<file path="config.mk">
export PLATFORM = sky130hd
export DESIGN_NAME = fetch_unit
export DESIGN_NICKNAME = d
export VERILOG_FILES = /design/src/rtl/fetch_unit.sv
export SDC_FILE = /design/constraint.sdc
export NUM_CORES = 1
export LEC_CHECK = 0
export ABC_CLOCK_PERIOD_IN_PS = 2600
export BUFFER_PORTS_ARGS = -buffer_cell sky130_fd_sc_hd__buf_2
export CAP_MARGIN = 25
export CORE_MARGIN = 1
export CORE_UTILIZATION = 51
export DETAILED_ROUTE_END_ITERATION = 10
export GPL_ROUTABILITY_DRIVEN = 0
export MAX_ROUTING_LAYER = met4
export PLACE_DENSITY = 0.76
export SLEW_MARGIN = 10
export SYNTH_ARGS = -nofsm -noshare
export SYNTH_HDL_FRONTEND = slang
export SYNTH_SLANG_ARGS = --single-unit
</file>
<file path="constraint.sdc">
create_clock -name Clock -period 2.6 [get_ports Clock]
set_clock_uncertainty 0.15 [all_clocks]
set_input_delay 0.13 -clock Clock [delete_from_list [all_inputs] [get_ports Clock]]
set_output_delay 0.13 -clock Clock [all_outputs]
set_load 0.005 [all_outputs]
</file>
<file path="src/rtl/fetch_unit.sv">
// Instruction fetch unit: issues word reads to instruction memory and keeps a
// two-entry buffer of {PC, instruction} pairs for decode. Branch redirects flush
// the buffer. A read that is still in flight when a redirect arrives is squashed.
module fetch_unit #(
  parameter logic [23:0] RESET_PC  = 24'h000000,
  parameter int          BUF_DEPTH = 2
) (
  input  logic        Clock,
  input  logic        Reset,
  output logic        MemReq,
  output logic [23:0] MemAddr,
  input  logic        MemAck,
  input  logic [23:0] MemData,
  output logic        InstrValid,
  output logic [23:0] Instr,
  output logic [23:0] InstrPC,
  input  logic        InstrReady,
  input  logic        BranchTaken,
  input  logic [23:0] BranchTarget
);

  localparam int DATA_W = 24;
  // Occupancy at which fetching must pause. Only a depth of 2 is supported.
  localparam logic [1:0] FULL = 2'(BUF_DEPTH);

  typedef enum logic [1:0] {FETCH, HOLD, DISCARD} state_t;

  state_t            state_q, state_d;
  logic              started_q, started_d;
  logic [DATA_W-1:0] pc_q, pc_d;
  logic [DATA_W-1:0] target_q, target_d;
  logic [1:0]        cnt_q, cnt_d;
  logic [DATA_W-1:0] ins_q [2];
  logic [DATA_W-1:0] ins_d [2];
  logic [DATA_W-1:0] ipc_q [2];
  logic [DATA_W-1:0] ipc_d [2];
  logic              push, pop;

  // Request is suppressed for the first cycle out of reset, and is dropped
  // while the buffer is full. In DISCARD the squashed read keeps its address.
  assign MemReq     = started_q && (state_q != HOLD);
  assign MemAddr    = pc_q;
  assign InstrValid = (cnt_q != 2'd0);
  assign Instr      = ins_q[0];
  assign InstrPC    = ipc_q[0];

  // A redirect overrides any push or pop in the same cycle.
  assign push = MemReq && MemAck && (state_q == FETCH) && !BranchTaken;
  assign pop  = InstrValid && InstrReady && !BranchTaken;

  // Next-state: buffer push/pop/flush, fetch PC and FSM transitions.
  always_comb begin
    state_d   = state_q;
    started_d = 1'b1;
    pc_d      = pc_q;
    target_d  = target_q;
    cnt_d     = cnt_q;
    ins_d     = ins_q;
    ipc_d     = ipc_q;

    // Pop shifts the second entry to the head; a push then lands in the
    // first free slot after the pop.
    if (pop) begin
      ins_d[0] = ins_q[1];
      ipc_d[0] = ipc_q[1];
      cnt_d    = cnt_q - 2'd1;
    end
    if (push) begin
      if (cnt_d[0]) begin
        ins_d[1] = MemData;
        ipc_d[1] = pc_q;
      end else begin
        ins_d[0] = MemData;
        ipc_d[0] = pc_q;
      end
      cnt_d = cnt_d + 2'd1;
      pc_d  = pc_q + 24'd1;
    end

    case (state_q)
      FETCH: begin
        if (BranchTaken) begin
          if (started_q && !MemAck) begin
            // Read still in flight: hold its address and remember the target.
            target_d = BranchTarget;
            state_d  = DISCARD;
          end else begin
            pc_d = BranchTarget;
          end
        end else if (push && (cnt_d == FULL)) begin
          state_d = HOLD;
        end
      end
      HOLD: begin
        if (BranchTaken) begin
          pc_d    = BranchTarget;
          state_d = FETCH;
        end else if (pop) begin
          state_d = FETCH;
        end
      end
      DISCARD: begin
        if (MemAck) begin
          pc_d    = BranchTaken ? BranchTarget : target_q;
          state_d = FETCH;
        end else if (BranchTaken) begin
          target_d = BranchTarget;
        end
      end
      default: state_d = FETCH;
    endcase

    if (BranchTaken) cnt_d = 2'd0;
  end

  // State and buffer registers; reset abandons any outstanding read.
  always_ff @(posedge Clock or negedge Reset) begin
    if (!Reset) begin
      state_q   <= FETCH;
      started_q <= 1'b0;
      pc_q      <= RESET_PC;
      target_q  <= RESET_PC;
      cnt_q     <= 2'd0;
      ins_q     <= '{default: '0};
      ipc_q     <= '{default: '0};
    end else begin
      state_q   <= state_d;
      started_q <= started_d;
      pc_q      <= pc_d;
      target_q  <= target_d;
      cnt_q     <= cnt_d;
      ins_q     <= ins_d;
      ipc_q     <= ipc_d;
    end
  end

endmodule

</file>
==> impl_metrics.tcl <==
set metrics [dict create \
    maximum_number_of_pins_on_one_net_before_global_route_repair 97 \
    groute.usage.overall_pct 23.9 \
    post-cts-setup-buffer-count 0 \
    stdcell_area_um2 9110 \
    swShare_pct 29.5 \
    finalPower_mw 7.72 \
    area_post_placement_um2 8030 \
    synth.avg_cell_area_um2 10.7 \
    area_delta_synth_final_pct 21.7 \
    port-buffer-count 126 \
    rsz0062_at_grt "no" \
    power.switching_mw 2.28 \
    synthesis.yosys.warnings 0 \
    min_period_over_period_pct 94.6 \
    seqPwrFrac_pct 47.1 \
    delay_of_the_slowest_critical_path_stage_ns 0.38 \
    fillCellCount 1095 \
    leakagePower_nw 4.08 \
    viasPerCell 5.45 \
    hold_path_class "in -> async" \
    cts_made_buffers 17 \
    setup_total_negative_slack_ns 0 \
    highest_clock_rate_mhz 407 \
    timing.critical_path.required_ns 2.75 \
    fin_crit_ns 2.46 \
    setup_violations 0 \
    max-vdd-ir-drop_v 0.000531 \
    mappedNetlistArea_um2 7490 \
    post-synth-top-count-cell "sky130_fd_sc_hd__dfrtp_1" \
    synthXorXnorAreaFrac_pct 2.57 \
    postSynthCellCount 699 \
    design.final.nets 883 \
    combinational_family_with_the_most_area_after_synthesis "multiplexers" \
    post_synthesis_adder_cell_area_fraction_pct 0.501 \
    path_max_fanout 48 \
    leading_cell_types_by_total_area_after_synthesis "sky130_fd_sc_hd__dfrtp_1 50%, sky130_fd_sc_hd__mux2_2 11%, sky130_fd_sc_hd__mux2i_1 6.8%" \
    synth_top_cells_by_count "149 x sky130_fd_sc_hd__dfrtp_1, 92 x sky130_fd_sc_hd__nand2_1, 71 x sky130_fd_sc_hd__mux2_2, 68 x sky130_fd_sc_hd__o21ai_0, 51 x sky130_fd_sc_hd__mux2i_1" \
    fp.dieH_um 123 \
    yosys_most_used_dff "sky130_fd_sc_hd__dfrtp_1" \
    share_of_the_synthesized_area_in_compound_gates_ao_oa_aoi_oai_pct 10.6 \
    first_pass_iters 5 \
    internal-power_mw 5.44 \
    cts-htree-levels 4 \
    grt_first_pass_wirelength_um 27100 \
    synthSimpleGateAreaFrac_pct 11.2 \
    grt_overflow_total 0 \
    fin_worst_hold_slack_ns 0.126 \
    longest_clk_path_bufs 2 \
    crit_path_cell_trace "inv_1, ha_1, nor3b_2, xnor2_1, ha_2, buf_12, mux2_2" \
    final_layout_size_suffix_gt1_share_pct 30.5 \
    core_region_area_um2 14100 \
    tritoncts "built" \
    worst-r2r-cell-count 7 \
    final_util_pct 64.6 \
    antenna_found_initial 0 \
    yosysSeqAreaShare_pct 49.8 \
    worst-slew-pin-transition_ns 0.582 \
    pwr_density_cell_nw_per_um2 848 \
    yosysTopAreaCell "sky130_fd_sc_hd__dfrtp_1" \
    ioPinCount 127 \
    antenna_violation_net_count_after_detailed_routing 0 \
    drc_errors 0 \
    routed_wire_length_um 16700 \
    max_slew_margin_pct 61.2 \
    critical-path-slowest-cell "sky130_fd_sc_hd__mux2_2" \
    via_count 5562 \
    count_of_flip_flops_with_a_built_in_enable_after_synthesis 0 \
    status "finished clean" \
    cts-root-buf "sky130_fd_sc_hd__clkbuf_16" \
    start_util_pct 53.1 \
    first_iter_violations 336 \
    max_cap_violations 0 \
    hpwlAfterDp_um 11400 \
    die_width_um 123 \
    pwr-share-comb_pct 23.0 \
    synth_fp_nets 755 \
    worst_ep_arrival_time_ns 2.61 \
    worst_setup_hold_path_clk_slew_ns 0.06 \
    final-max-slew-violation-count 0 \
    synth_cell_types 48 \
    finalHoldViolations 0 \
    path_class "reg -> reg" \
    clock_sinks 149 \
    synth_top_cell_area_share_pct 49.8 \
    antenna_cells 0 \
    final-seq-area_um2 3730 \
    synth.ff_latch_count 149 \
    synth_mux_area_share_pct 17.5 \
    die_area_um2 15200 \
    rows 43 \
    postSynth.asyncResetShare_pct 100 \
    critical_path_launch_point_type "flop" \
    insertion_delay_ns 0.42 \
    post_drt_wl_per_cell_um 16.4 \
    grt_pass1_vias 5615 \
    multi_input_area_um2 3200 \
    power_frac_clock_pct 30.0 \
    timing.critical_path.to_type "flop" \
]
-- final timing paths --
kind / slack [ns] / startpoint / endpoint
worst max-delay path: 0.14 / cnt_q[0] / ipc_q[19]
worst min-delay path: 0.13 / Reset / Instr[16]
min in group Clock: 0.32 / MemData[14] / Instr[14]
worst min register to register: 0.35 / target_q[13] / MemAddr[13]
max in group asynchronous: 1.45 / Reset / target_q[19]
worst max register to register: 0.14 / cnt_q[0] / ipc_q[19]
-- logic make-up after synthesis --
family | after synthesis
other cells | 1
compound gates | 130
flops | 149
mux | 122
fa+ha+maj | 3
buf+inv | 100
xor+xnor | 22
simple gates | 172
-- repair_timing --
item	in CTS	in global routing
hold buffers	52	0
gates resized for setup	0	0
endpoints found under the hold margin	156	0
-- critical path, delay by kind of cell, from the launching register on --
| family | cells | cell delay, ns |
|---|---|---|
| buf+inv | 2 | 0.35 |
| simple gates | 1 | 0.29 |
| xor+xnor | 1 | 0.27 |
| mux | 1 | 0.38 |
| fa+ha+maj | 2 | 0.52 |
| flops | 1 | 0.35 |
-- per-layer routing --
layer  up-vias  global-route usage, %  wire [um]
met1      2706                   29.4       7380
met3        25                   5.54        891
met2       166                   38.1       8170
li1       2665                      -          -
met5         -                      -          0
met4         0                   9.34        274
-- final cells by class --
type	count	area share, %
sequential	149	40.9
multi-input combinational	450	35.1
timing repair buffer	197	14.8
clock buffer	20	5.01
tap	180	2.47
clock inverter	12	1.15
inverter	12	0.494
-- state kept, by name, summed over array words and instances (netlist names) --
signal,cells
started_q,1
InstrPC,24
MemAddr,24
ipc_q,24
target_q,24
ins_q,24
Instr,24
state_q,2
cnt_q,2
-- cell usage in the layout (no fill, tap or decap), types with 4 or more instances in the layout --
cell type                       Yosys  layout
sky130_fd_sc_hd__clkbuf_16          0      17
sky130_fd_sc_hd__a21oi_1           17      17
sky130_fd_sc_hd__xnor2_1           10      10
sky130_fd_sc_hd__xor2_1            12      12
sky130_fd_sc_hd__dlygate4sd3_1      0      52
sky130_fd_sc_hd__a22oi_1           10      10
sky130_fd_sc_hd__mux2i_1           51      51
sky130_fd_sc_hd__buf_12             0       4
sky130_fd_sc_hd__buf_2             16     125
sky130_fd_sc_hd__nand2b_1          10      10
sky130_fd_sc_hd__mux2_2            71      71
sky130_fd_sc_hd__buf_4             48      15
sky130_fd_sc_hd__a221o_1            9       9
sky130_fd_sc_hd__o21ai_0           68      68
sky130_fd_sc_hd__and3_1             4       4
sky130_fd_sc_hd__nand3_1            9       9
sky130_fd_sc_hd__nor2_1            18      18
sky130_fd_sc_hd__and4_1             4       4
sky130_fd_sc_hd__nand4_1            7       7
sky130_fd_sc_hd__nor3_1             8       8
sky130_fd_sc_hd__o21ai_1            6       6
sky130_fd_sc_hd__nand2_1           92      92
sky130_fd_sc_hd__and2_1             6       6
sky130_fd_sc_hd__o22ai_1            4       4
sky130_fd_sc_hd__clkinvlp_4         0       5
sky130_fd_sc_hd__inv_1             11      11
sky130_fd_sc_hd__clkinv_2           0       4
sky130_fd_sc_hd__dfrtp_1          149     149
-- power groups by stage --
stage	Sequential, mW	Clock, mW	Combinational [mW]
2_1_floorplan	3.49	0	1.43
3_3_place_gp	3.61	0	1.64
3_5_place_dp	3.66	0	1.73
4_1_cts	3.63	2.35	1.79
5_1_grt	3.73	2.47	1.99
6_report	3.64	2.31	1.78
-- metrics by stage --
stage	worst slack (ns)	instances
floorplan	0.116	699
global placement	0.280	936
detailed placement	0.174	936
CTS	0.143	1020
global route	0.0563	1020
finish	0.142	1020
Note: power is estimated with default switching activity, not from simulation.
